<file path="config.mk">
export PLATFORM = sky130hd
export DESIGN_NAME = lsu_align_flat
export DESIGN_NICKNAME = d
export VERILOG_FILES = /design/src/rtl/lsu_align_if.sv /design/src/rtl/lsu_align.sv /design/src/flat_wrapper.sv
export SDC_FILE = /design/constraint.sdc
export NUM_CORES = 1
export LEC_CHECK = 0
export CELL_PAD_IN_SITES_DETAIL_PLACEMENT = 1
export CELL_PAD_IN_SITES_GLOBAL_PLACEMENT = 2
export CORE_MARGIN = 2
export CORE_UTILIZATION = 25
export DETAILED_ROUTE_END_ITERATION = 6
export PLACE_DENSITY_LB_ADDON = 0.05
export SLEW_MARGIN = 30
export SYNTH_ARGS = -nofsm -noshare
export SYNTH_HDL_FRONTEND = slang
export SYNTH_SLANG_ARGS = --single-unit
</file>
<file path="constraint.sdc">
create_clock -name clk -period 3.5 [get_ports clk]
set_input_delay 0.525 -clock clk [delete_from_list [all_inputs] [get_ports clk]]
set_output_delay 0.525 -clock clk [all_outputs]
set_load 0.05 [all_outputs]
</file>
<file path="src/rtl/lsu_align_if.sv">
// lsu_align_if: core request/response and data-memory port bundle for lsu_align.
interface lsu_align_if;
    logic        req_valid;
    logic        req_ready;
    logic        req_we;
    logic [2:0]  req_funct3;
    logic [31:0] req_addr;
    logic [31:0] req_wdata;
    logic        resp_valid;
    logic [31:0] resp_rdata;
    logic        resp_err;
    logic        mem_rd;
    logic [3:0]  mem_we;
    logic [2:0]  mem_load_select;
    logic [31:0] mem_addr;
    logic [31:0] mem_wdata;
    logic [31:0] mem_rdata;
    modport slave (
        input  req_valid, req_we, req_funct3, req_addr, req_wdata, mem_rdata,
        output req_ready, resp_valid, resp_rdata, resp_err,
        output mem_rd, mem_we, mem_load_select, mem_addr, mem_wdata
    );
    modport master (
        output req_valid, req_we, req_funct3, req_addr, req_wdata, mem_rdata,
        input  req_ready, resp_valid, resp_rdata, resp_err,
        input  mem_rd, mem_we, mem_load_select, mem_addr, mem_wdata
    );
endinterface

</file>
<file path="src/rtl/lsu_align.sv">
// lsu_align: load/store alignment unit; splits misaligned accesses into two word accesses.
// Define LSU_MISALIGN_SPLIT_EN to split misaligned accesses instead of rejecting them.
module lsu_align #(
    parameter int IO_SEL_BIT = 20
) (
    input logic        clk,
    input logic        rst,
    lsu_align_if.slave bus
);
    typedef enum logic [1:0] {IDLE, ACC0, ACC1, RESP} state_t;
    state_t      state, state_nx;
    logic        we_q, err_q;
    logic [2:0]  f3_q;
    logic [31:0] addr_q, wdata_q, lo_q;
    logic        accept, bad_f3, mis, reject, split, split_ok;
    logic [3:0]  m4;
    logic [7:0]  mask;
    logic [31:0] wa, ld_sh, ext;
    logic [63:0] wsh;

    function automatic logic [2:0] span(input logic [1:0] sz, input logic [1:0] o);
        return {1'b0, o} + (sz == 2'b00 ? 3'd1 : sz == 2'b01 ? 3'd2 : 3'd4);
    endfunction

    assign accept = bus.req_valid & bus.req_ready;
    assign bad_f3 = (bus.req_funct3[1:0] == 2'b11) | (bus.req_funct3[2] & bus.req_funct3[1])
                  | (bus.req_we & bus.req_funct3[2]);
    assign mis    = span(bus.req_funct3[1:0], bus.req_addr[1:0]) > 3'd4;
    assign split  = span(f3_q[1:0], addr_q[1:0]) > 3'd4;
`ifdef LSU_MISALIGN_SPLIT_EN
    // The ROM/IO region cannot tolerate the two-access split.
    assign reject   = bad_f3 | (mis & bus.req_addr[IO_SEL_BIT]);
    assign split_ok = split;
`else
    assign reject   = bad_f3 | mis;
    assign split_ok = 1'b0;
`endif

    always_ff @(posedge clk or posedge rst) begin
        if (rst)
            state <= IDLE;
        else
            state <= state_nx;
    end

    always_ff @(posedge clk or posedge rst) begin
        if (rst) begin
            we_q    <= 1'b0;
            err_q   <= 1'b0;
            f3_q    <= 3'b000;
            addr_q  <= 32'h0;
            wdata_q <= 32'h0;
            lo_q    <= 32'h0;
        end else begin
            if (accept) begin
                we_q    <= bus.req_we;
                err_q   <= reject;
                f3_q    <= bus.req_funct3;
                addr_q  <= bus.req_addr;
                wdata_q <= bus.req_wdata;
            end
            if (state == ACC1)
                lo_q <= bus.mem_rdata;
        end
    end

    always_comb begin
        state_nx = state == IDLE ? (accept ? (reject ? RESP : ACC0) : IDLE)
                 : state == ACC0 ? (split_ok ? ACC1 : RESP)
                 : state == ACC1 ? RESP : IDLE;
    end

    always_comb begin
        wa    = {addr_q[31:2], 2'b00};
        m4    = f3_q[1:0] == 2'b00 ? 4'b0001 : f3_q[1:0] == 2'b01 ? 4'b0011 : 4'b1111;
        mask  = {4'b0000, m4} << addr_q[1:0];
        wsh   = {32'h0, wdata_q} << {addr_q[1:0], 3'b000};
        // Second word (if any) is on mem_rdata in RESP; the first was parked in lo_q.
        ld_sh = 32'({split ? bus.mem_rdata : 32'h0, split ? lo_q : bus.mem_rdata} >> {addr_q[1:0], 3'b000});
        ext   = f3_q[1:0] == 2'b00 ? {{24{~f3_q[2] & ld_sh[7]}}, ld_sh[7:0]}
              : f3_q[1:0] == 2'b01 ? {{16{~f3_q[2] & ld_sh[15]}}, ld_sh[15:0]} : ld_sh;
        bus.req_ready       = (state == IDLE) & ~rst;
        bus.mem_load_select = 3'b010;
        bus.mem_rd          = (state == ACC0) | (state == ACC1);
        bus.mem_addr        = state == ACC0 ? wa : state == ACC1 ? wa + 32'd4 : 32'h0;
        bus.mem_we          = ~we_q ? 4'b0000 : state == ACC0 ? mask[3:0] : state == ACC1 ? mask[7:4] : 4'b0000;
        bus.mem_wdata       = ~we_q ? 32'h0 : state == ACC0 ? wsh[31:0] : state == ACC1 ? wsh[63:32] : 32'h0;
        bus.resp_valid      = state == RESP;
        bus.resp_err        = (state == RESP) & err_q;
        bus.resp_rdata      = (state == RESP) & ~we_q & ~err_q ? ext : 32'h0;
    end
endmodule

</file>
<file path="src/flat_wrapper.sv">
// flat-port wrapper written by rule: the top's interface ports become plain ports
module lsu_align_flat 
#(
    parameter int IO_SEL_BIT = 20
)
  (clk, rst, bus_req_valid, bus_req_we, bus_req_funct3, bus_req_addr, bus_req_wdata, bus_mem_rdata, bus_req_ready, bus_resp_valid, bus_resp_rdata, bus_resp_err, bus_mem_rd, bus_mem_we, bus_mem_load_select, bus_mem_addr, bus_mem_wdata);
  lsu_align_if bus_i ();
  input logic clk;
  input logic rst;
  input wire logic [$bits(bus_i.req_valid)-1:0] bus_req_valid;
  input wire logic [$bits(bus_i.req_we)-1:0] bus_req_we;
  input wire logic [$bits(bus_i.req_funct3)-1:0] bus_req_funct3;
  input wire logic [$bits(bus_i.req_addr)-1:0] bus_req_addr;
  input wire logic [$bits(bus_i.req_wdata)-1:0] bus_req_wdata;
  input wire logic [$bits(bus_i.mem_rdata)-1:0] bus_mem_rdata;
  output wire logic [$bits(bus_i.req_ready)-1:0] bus_req_ready;
  output wire logic [$bits(bus_i.resp_valid)-1:0] bus_resp_valid;
  output wire logic [$bits(bus_i.resp_rdata)-1:0] bus_resp_rdata;
  output wire logic [$bits(bus_i.resp_err)-1:0] bus_resp_err;
  output wire logic [$bits(bus_i.mem_rd)-1:0] bus_mem_rd;
  output wire logic [$bits(bus_i.mem_we)-1:0] bus_mem_we;
  output wire logic [$bits(bus_i.mem_load_select)-1:0] bus_mem_load_select;
  output wire logic [$bits(bus_i.mem_addr)-1:0] bus_mem_addr;
  output wire logic [$bits(bus_i.mem_wdata)-1:0] bus_mem_wdata;
  assign bus_i.req_valid = bus_req_valid;
  assign bus_i.req_we = bus_req_we;
  assign bus_i.req_funct3 = bus_req_funct3;
  assign bus_i.req_addr = bus_req_addr;
  assign bus_i.req_wdata = bus_req_wdata;
  assign bus_i.mem_rdata = bus_mem_rdata;
  assign bus_req_ready = bus_i.req_ready;
  assign bus_resp_valid = bus_i.resp_valid;
  assign bus_resp_rdata = bus_i.resp_rdata;
  assign bus_resp_err = bus_i.resp_err;
  assign bus_mem_rd = bus_i.mem_rd;
  assign bus_mem_we = bus_i.mem_we;
  assign bus_mem_load_select = bus_i.mem_load_select;
  assign bus_mem_addr = bus_i.mem_addr;
  assign bus_mem_wdata = bus_i.mem_wdata;
  lsu_align #(.IO_SEL_BIT(IO_SEL_BIT)) u_core (.clk(clk), .rst(rst), .bus(bus_i));
endmodule
</file>
==> qor.yml, run 1 <==
setup_path:
  critical_path.max_fanout: 8
  rr_worst_depth: 6
  cpPeakStageDelay_ns: 0.55
  path_buf_inv: 3
  start_kind: "flop"
  r2r_end: "u_core.err_q"
  worstSetupEndpointType: "output pin"
  reg2reg_slack_ns: 1.39
  path_cells: "nor2_4 > ha_4 > inv_2 > fa_2 > xnor2_4 > and2_4 > mux2_4 > o41a_4 > buf_12 > a311oi_4 > buf_6"
  cp.required_ns: 2.97
  cp_slowest_cell: "o41a_4"
  cp.arrival_ns: 3.33
  r2r_start: "u_core.state[0]"
  cp_top_family: "compound AO/OA/AOI/OAI gates"
  critical_path_class: "reg -> out"
yosys:
  synthDistinctLibCells: 56
  synth_top_area_share_pct: 34.7
  ys_warn_count: 0
  synth_largest_area_cell: "dfrtp_1"
  synthMuxAreaShare_pct: 27.2
  synth_ff_type: "dfrtp_1"
  ys_seq_elements: 103
  seq_area_frac_synth_pct: 34.7
  synthAdderAreaFrac_pct: 1.89
  synth_xor_area_share_pct: 2.72
  synthCells: 758
  synth_edf_count: 0
  netlist_area_sq_um: 7420
  synthTopCellsByArea: "dfrtp_1, mux2_2, mux2i_1"
  synth_compound_area_share_pct: 13.0
  synth_top_family_by_area: "multiplexers"
  async_reset_ff_share_pct: 100
  synth_simple_gate_area_share_pct: 16.1
  synth_area_per_cell_sq_um: 9.79
sta:
  post-route-period-util_pct: 110
  setup-violations-final: 30
  hold_viol_final: 0
  setup_tns_ns: -6.05
  clock_skew_ns: 0.00790
  layout_min_cycle_time_ns: 3.86
  finalWorstSetupSlack_ns: -0.358
  tightest_slew_ns: 0.653
  grt_setup_unrepaired: "yes"
  relSlewSlack_pct: 56.5
  maxSlewViolCount: 0
  clock.fmax_ghz: 0.259
pwr:
  leakagePower_uw: 0.00460
  p_per_area_nw_per_um2: 1080
  peakVddDrop_v: 0.000439
final_layout:
  design_area_sq_um: 11700
  multi_input_area_sq_um: 5030
  fin_nets: 1088
  mostFrequentLayoutCells: "mux2_2, clkdlybuf4s50_1, dfrtp_1, buf_12, buf_4"
  final_common_cell: "mux2_2"
  layout-drive-gt1-share_pct: 38.2
  finalNonFillerCells: 1370
  area_growth_pct: 58.2
  final_util_pct: 39.9
  n_antenna_cell: 0
  seq_area_sq_um: 2580
  nFillCells: 3195
clock_tree:
  clk_latency_ns: 0.35
  cts_tree: "built"
  root_buffer: "clkbuf_16"
  numCtsBuffers: 9
  hold_buffers: 0
  clk_path_buf_depth: 2
  clkTransAtPathRegs_ns: 0.07
  htree_levels: 3
  clock-sinks: 103
global_route:
  grt_max_degree: 72
  grt_pass1_vias: 7831
  antenna_found_initial: 0
  grt_overflow: 0
  grt_pass1_wl_microns: 45700
  track_usage_pct: 19.0
routing:
  vias: 7071
  drtPass1Iterations: 4
  drtIter0Drc: 292
  wirelength_microns: 29400
  ant_nets: 0
  vias_per_cell: 5.16
  drc: 0
  routedWlPerCell_microns: 21.5
floorplanning:
  num_io_pins: 210
  rows: 63
  die_h_microns: 176
  core_sq_um: 29400
  die-area_sq_um: 31100
  initial_utilization_pct: 25.2
  chipWidth_microns: 176
status:
  violations: "setup timing"
  status: "finished with violations"
placement:
  io_buffers: 204
  dp_hpwl_microns: 21000
  place_ws_ns: -0.125
  placed_area_sq_um: 11100
  dp_cells: 1339
  gp_congestion: 0.795
hold_path:
  hold_end: "u_core.lo_q[0]"
  min_path_cells: 1
  hp-start: "u_core.lo_q[0]"
  min_path_type: "reg -> reg"
job:
  drv_cap: 0
## metrics by stage
step | total power, uW | hold slack (ns)
2_1_floorplan | 7950 | 0.455
3_5_place_dp | 11100 | 0.496
3_3_place_gp | 10900 | 0.486
4_1_cts | 12600 | 0.512
6_report | 12700 | 0.514
5_1_grt | 13400 | 0.529
## layout make-up
| cell class | instances | area share [%] |
|---|---|---|
| multi-input cells | 581 | 42.8 |
| repair buffers | 266 | 28.0 |
| flip-flops and latches | 103 | 22.0 |
| well taps | 390 | 4.16 |
| clock buffers | 10 | 1.95 |
| clock inverters | 6 | 0.565 |
| inverters | 14 | 0.480 |
## synth_stat cells (2+ instances only)
master	number
a31oi_1	7
nand4_1	11
a211o_1	12
buf_1	14
clkbuf_1	37
ha_1	8
or2_2	4
buf_2	6
nand2_1	59
a21oi_1	51
inv_1	13
o2111a_1	7
nand3_1	24
buf_4	6
mux4_2	15
nor3_2	9
fa_1	2
xor2_1	4
o22ai_1	10
dfrtp_1	103
nor3_1	10
mux2i_1	37
nand2b_1	9
a221oi_1	2
nor2_1	50
a211oi_1	9
o21ai_0	18
a32o_1	8
and2_1	11
a22o_1	3
nor4_1	8
nor2b_1	6
a311oi_1	6
xnor2_1	19
or3_1	5
mux2_2	115
conb_1	2
and3_1	18
and4_1	3
## kinds of logic after synthesis
| family | after synthesis |
|---|---|
| XOR/XNOR | 23 |
| other | 2 |
| AND/OR/NAND/NOR | 233 |
| AO/OA/AOI/OAI | 142 |
| buffers and inverters | 77 |
| flip-flops | 103 |
| adder cells (fa/ha/maj) | 10 |
| multiplexers | 168 |
## worst max-delay path by stage
stage          depth (start not counted)                  to             start  slack (ns)
6_report                              11  bus_resp_rdata[18]    u_core.f3_q[0]       -0.36
5_1_grt                               11  bus_resp_rdata[19]    u_core.f3_q[0]       -0.48
4_1_cts                               11  bus_resp_rdata[23]    u_core.f3_q[0]       -0.35
3_5_place_dp                          10  bus_resp_rdata[23]    u_core.f3_q[0]       -0.12
3_3_place_gp                          11  bus_resp_rdata[17]    u_core.f3_q[0]        0.02
2_1_floorplan                         11  bus_resp_rdata[23]  u_core.addr_q[1]       -0.21
## what timing repair did
| item | in CTS | in global routing |
|---|---|---|
| gates resized for setup | 43 | 21 |
| gates cloned | 1 | 0 |
| setup endpoints to repair | 32 | 55 |
| pin swaps | 8 | 8 |
| setup buffers | 10 | 4 |
## registers in the layout (all words and copies together) (netlist names)
signal and count:
u_core.err_q 1, u_core.lo_q 32, u_core.wdata_q 32, u_core.state 2
u_core.addr_q 32, u_core.f3_q 3, u_core.we_q 1
## report_power, final
part           internal [uW]  switching [uW]  total [uW]
Clock                    563             502        1060
Combinational           4110            5060        9180
Sequential              1810             613        2420
## routing by layer
metal / up-vias / part of all wire [%] / GRT usage [%]
li1: 3216 / - / -
met4: 0 / 1.3 / 4.06
met1: 3659 / 43 / 23.9
met5: - / 0 / 0
met3: 28 / 3.7 / 2.54
met2: 168 / 52 / 34.4
No activity file was read; power rests on OpenSTA's default activity.
==> inputs of run 2 (changes only) <==
--- a/config.mk
+++ b/config.mk
@@ -7,10 +7,9 @@
 export LEC_CHECK = 0
 export CELL_PAD_IN_SITES_DETAIL_PLACEMENT = 1
 export CELL_PAD_IN_SITES_GLOBAL_PLACEMENT = 2
-export CORE_MARGIN = 2
 export CORE_UTILIZATION = 25
 export DETAILED_ROUTE_END_ITERATION = 6
-export PLACE_DENSITY_LB_ADDON = 0.05
+export PLACE_DENSITY_LB_ADDON = 0.15
 export SLEW_MARGIN = 30
 export SYNTH_ARGS = -nofsm -noshare
 export SYNTH_HDL_FRONTEND = slang
==> run 2 against run 1 <==
- the flow still finishes with violations (setup timing)
- die area is 2.3% lower
- critical path type unchanged
- register-to-register slack worse by 0.02 ns
- final area is 2.3% higher
- critical endpoint is now bus_resp_rdata[20]
- flip-flop and latch count stayed put
- highest routed layer unchanged
- global-route usage is 0.39 points lower
- cell count is 0.29% higher
- critical path depth is 1 higher
==> qor.yml, run 2 (synthesis gave the netlist of run 1 again) <==
setup_path:
  setup.worst_path.end: "bus_resp_rdata[20]"
  cpPeakStageDelay_ns: 0.48
  cp.arrival_ns: 3.25
  cp_slowest_cell: "o41a_4"
  critical_path.max_fanout: 12
  crit_cells: 12
  critPathLaunch: "u_core.f3_q[1]"
  reg2reg_slack_ns: 1.37
  worstSetupEndpointType: "output pin"
  r2r_end: "u_core.wdata_q[20]"
  cp.required_ns: 2.97
  start_kind: "flop"
  path_cells: "nor2_4 > ha_4 > inv_2 > fa_2 > xnor2_4 > and3_4 > a2111oi_2 > buf_4 > o41a_4 > buf_12 > a311oi_4 > buf_6"
  path_buf_inv: 4
  rr_worst_depth: 5
  r2r_start: "u_core.state[0]"
  cp_top_family: "compound AO/OA/AOI/OAI gates"
  critical_path_class: "reg -> out"
clock_tree:
  hold_buffers: 0
  clk_latency_ns: 0.35
  clock-sinks: 103
  clk_path_buf_depth: 2
  root_buffer: "clkbuf_16"
  numCtsBuffers: 9
  htree_levels: 3
  cts_tree: "built"
  clkTransAtPathRegs_ns: 0.08
routing:
  drc: 0
  wirelength_microns: 28200
  routedWlPerCell_microns: 20.5
  drtIter0Drc: 278
  vias_per_cell: 5.03
  vias: 6917
  ant_nets: 0
  drtPass1Iterations: 4
sta:
  relSlewSlack_pct: 44.3
  hold_viol_final: 0
  tightest_slew_ns: 0.832
  finalWorstSetupSlack_ns: -0.271
  setup-violations-final: 26
  hold_slack_ns: 0.509
  layout_min_cycle_time_ns: 3.77
  clock_skew_ns: 0.00718
  clock.fmax_ghz: 0.265
  grt_setup_unrepaired: "yes"
  post-route-period-util_pct: 108
  setup_tns_ns: -4.47
  maxSlewViolCount: 0
status:
  violations: "setup timing"
  status: "finished with violations"
hold_path:
  min_path_cells: 1
  min_path_type: "reg -> reg"
final_layout:
  layout-drive-gt1-share_pct: 39.6
  fin_nets: 1100
  final_util_pct: 41.5
  mostFrequentLayoutCells: "mux2_2, clkdlybuf4s50_1, dfrtp_1, buf_12, buf_4"
  nFillCells: 3126
  area_growth_pct: 61.9
  n_antenna_cell: 0
  design_area_sq_um: 12000
  final_common_cell: "mux2_2"
  top_regs: "u_core.addr_q: 32 flops, u_core.lo_q: 32 flops, u_core.wdata_q: 32 flops"
placement:
  io_buffers: 204
  placed_area_sq_um: 11100
  gp_congestion: 0.751
  dp_hpwl_microns: 19900
floorplanning:
  die_h_microns: 174
  die-area_sq_um: 30400
  core_sq_um: 28900
  chipWidth_microns: 174
  initial_utilization_pct: 25.6
  rows: 62
  num_io_pins: 210
global_route:
  grtUsageMet2_pct: 30.9
  gr-max-usage-layer: "met2"
  grt_pass1_vias: 7222
  antenna_found_initial: 0
  track_usage_pct: 18.6
  grt_pass1_wl_microns: 43900
  grt_util_met3_pct: 2.49
  grt_overflow: 0
  grt_max_degree: 72
  met1_usage_pct: 25.4
pwr:
  p_per_area_nw_per_um2: 1110
  peakVddDrop_v: 0.000485
  p_total_uw: 13300
  leakagePower_uw: 0.00471
job:
  drv_cap: 0
-- run 2: repair_timing --
action                                  in CTS  in global routing
buffers inserted                             8                 17
cloned                                       0                  2
endpoints found under the setup margin      32                 33
pin swaps                                    4                 13
gates resized for setup                     32                 52
-- run 2: stage by stage --
step / std cells / setup WS, ns
floorplan: 761 / -0.209
global placement: 1333 / 0.0483
detailed placement: 1333 / -0.0265
CTS: 1355 / -0.283
global route: 1374 / -0.366
finish: 1374 / -0.271
-- run 2: where the power goes --
part | internal, uW | switching (uW)
Sequential | 1810 | 599
Clock | 642 | 476
Combinational | 4560 | 5220
-- run 2: routing by layer --
metal	part of all wire (%)	vias to the layer above
li1	-	3241
met1	47	3517
met2	49	139
met3	3.1	20
met4	1.4	0
met5	0	-
-- run 2: worst register-to-register path: cells and delay by family (launching register included) --
family | cells | cell delay [ns]
fa+ha+maj | 1 | 0.20
buf+inv | 1 | 0.13
simple gates | 2 | 0.78
mux | 1 | 0.50
flops | 1 | 0.41
-- run 2: layout make-up --
| class | count | area (sq um) | area share [%] |
|---|---|---|---|
| inverter | 14 | 56.3 | 0.469 |
| clock inverter | 3 | 68.8 | 0.573 |
| sequential | 103 | 2580 | 21.5 |
| clock buffer | 11 | 243 | 2.02 |
| multi-input combinational | 581 | 5120 | 42.6 |
| timing repair buffer | 278 | 3460 | 28.8 |
| tap | 384 | 480 | 4.00 |
-- run 2: worst min-delay path by stage --
stage	from	endpoint	slack (ns)
2_1_floorplan	u_core.err_q	u_core.err_q	0.45
3_3_place_gp	u_core.lo_q[1]	u_core.lo_q[1]	0.49
3_5_place_dp	u_core.lo_q[24]	u_core.lo_q[24]	0.49
4_1_cts	u_core.lo_q[24]	u_core.lo_q[24]	0.51
5_1_grt	u_core.lo_q[1]	u_core.lo_q[1]	0.53
6_report	u_core.lo_q[0]	u_core.lo_q[0]	0.51
==> inputs of run 3 (changes only) <==
--- a/config.mk
+++ b/config.mk
@@ -5,9 +5,10 @@
 export SDC_FILE = /design/constraint.sdc
 export NUM_CORES = 1
 export LEC_CHECK = 0
-export CELL_PAD_IN_SITES_DETAIL_PLACEMENT = 1
+export CELL_PAD_IN_SITES_DETAIL_PLACEMENT = 0
 export CELL_PAD_IN_SITES_GLOBAL_PLACEMENT = 2
 export CORE_UTILIZATION = 25
+export CTS_BUF_LIST = sky130_fd_sc_hd__clkbuf_4
 export DETAILED_ROUTE_END_ITERATION = 6
 export PLACE_DENSITY_LB_ADDON = 0.15
 export SLEW_MARGIN = 30
==> run 3 against run 2 <==
- hold slack got worse by 0.091 ns
- non-clock buffer count fell by 4
- the run still ends with setup timing left
- critical path type unchanged
- combinational power about the same
- power decreased by 1.4%
- global-route usage decreased by 0.77 points
- largest power group unchanged
==> qor.yml, run 3 (synthesis gave the netlist of run 1 again) <==
setup_path:
  cp.arrival_ns: 3.38
  r2r_end: "u_core.err_q"
  start_kind: "flop"
  r2r_start: "u_core.state[0]"
  critical_path_class: "reg -> out"
  critical_path.max_fanout: 12
  rr_worst_depth: 6
  cp.required_ns: 2.97
  worstSetupEndpointType: "output pin"
  reg2reg_slack_ns: 1.36
clock_tree:
  numCtsBuffers: 9
  htree_levels: 3
  root_buffer: "clkbuf_4"
  cts_tree: "built"
  clk_path_buf_depth: 2
  clk_latency_ns: 0.48
  clkTransAtPathRegs_ns: 0.18
  clock-sinks: 103
routing:
  routedWlPerCell_microns: 19.7
  wl_met3_microns: 1020
  dr_wl_met2_microns: 13100
  drtPass1Iterations: 4
  drc: 0
  topRoutingLayerUsed: "met4"
  wirelength_microns: 27000
  wl_met1_microns: 12600
  drtIter0Drc: 289
  vias: 6774
  ant_nets: 0
  vias_per_cell: 4.94
final_layout:
  fin_nets: 1096
  mostFrequentLayoutCells: "mux2_2, clkdlybuf4s50_1, dfrtp_1, buf_12, buf_4"
  layout-drive-gt1-share_pct: 40.6
  nFillCells: 2801
  final_util_pct: 41.1
  final_common_cell: "mux2_2"
  top_regs: "u_core.addr_q: 32 flops, u_core.lo_q: 32 flops, u_core.wdata_q: 32 flops"
  design_area_sq_um: 11900
  area_growth_pct: 60.5
global_route:
  track_usage_pct: 17.8
  grt_overflow: 0
  grt_max_degree: 72
  grt_pass1_vias: 7002
  grt_pass1_wl_microns: 42000
  antenna_found_initial: 1
pwr:
  p_total_uw: 13100
  leakagePower_uw: 0.00461
  p_per_area_nw_per_um2: 1100
  peakVddDrop_v: 0.000559
sta:
  layout_min_cycle_time_ns: 3.91
  setup_tns_ns: -8.37
  setup-violations-final: 31
  post-route-period-util_pct: 112
  relSlewSlack_pct: 50.8
  maxSlewViolCount: 0
  clock.fmax_ghz: 0.256
  grt_setup_unrepaired: "yes"
  hold_viol_final: 0
  tightest_slew_ns: 0.738
  finalWorstSetupSlack_ns: -0.405
  clock_skew_ns: 0.0224
floorplanning:
  initial_utilization_pct: 25.6
  chipWidth_microns: 174
  core_sq_um: 28900
  rows: 62
  die_h_microns: 174
  die-area_sq_um: 30400
  num_io_pins: 210
status:
  status: "finished with violations"
  violations: "setup timing"
placement:
  place_ws_ns: -0.0360
  gp_congestion: 0.751
  io_buffers: 204
  placed_area_sq_um: 11100
  dp_hpwl_microns: 18900
hold_path:
  min_path_type: "in -> async"
job:
  drv_cap: 0
run 3: cell types whose count changed in the layout (fill, tap and decap cells not counted), sizes merged:
cell	previous run	this run
clkinvlp	0	1
buf	168	165
clkbuf	13	12
diode	0	1
bufinv	2	1
run 3: per-layer routing:
metal / track usage [%] / up-vias
met4: 3.69 / 0
met1: 24.1 / 3361
met3: 2.49 / 13
met5: 0 / -
met2: 29.9 / 158
li1: - / 3242
run 3: final cells by class:
| class | instances | area (sq um) | area share [%] |
|---|---|---|---|
| multi-input combinational | 581 | 5190 | 43.6 |
| timing repair buffer | 274 | 3460 | 29.1 |
| sequential | 103 | 2580 | 21.7 |
| tap | 384 | 480 | 4.04 |
| clock buffer | 11 | 82.6 | 0.694 |
| inverter | 14 | 56.3 | 0.473 |
| clock inverter | 3 | 46.3 | 0.389 |
| antenna | 1 | 2.50 | 0.0210 |
run 3: power by group:
group	total [uW]	switching, uW	internal, uW	leakage [uW]
combinational	10100	5260	4800	0.00333
sequential	2390	595	1800	0.00122
clock	663	434	229	0.0000690
run 3: metrics by stage:
| stage | hold WS [ns] | instances |
|---|---|---|
| after floorplan | 0.455 | 761 |
| after global placement | 0.485 | 1333 |
| after detailed placement | 0.495 | 1333 |
| after CTS | 0.389 | 1358 |
| after global routing | 0.412 | 1371 |
| final | 0.417 | 1371 |
run 3: critical path, cell delays in order, from the launching register on:
cell      delay (ns)
dfrtp_1         0.46
nor2_4          0.15
ha_4            0.14
inv_2           0.03
fa_2            0.37
xnor2_4         0.23
and2_4          0.21
mux2_4          0.31
o41a_4          0.41
buf_12          0.19
a211oi_4        0.22
buf_6           0.19
run 3: how the worst max path moves through the flow:
stage / to / start / cells after the start
floorplan: bus_resp_rdata[23] / u_core.addr_q[1] / 11
global placement: bus_resp_rdata[18] / u_core.f3_q[0] / 11
detailed placement: bus_resp_rdata[20] / u_core.f3_q[0] / 10
CTS: bus_resp_rdata[17] / u_core.f3_q[0] / 11
global route: bus_resp_rdata[16] / u_core.f3_q[0] / 11
finish: bus_resp_rdata[23] / u_core.f3_q[0] / 11
run 3: repair_timing:
action,4_1_cts,5_1_grt
gates cloned,1,1
hold buffers,0,0
setup buffers,10,14
pin swaps,16,18
endpoints found under the setup margin,48,53
gates resized for setup,75,34
hold endpoints to repair,0,0
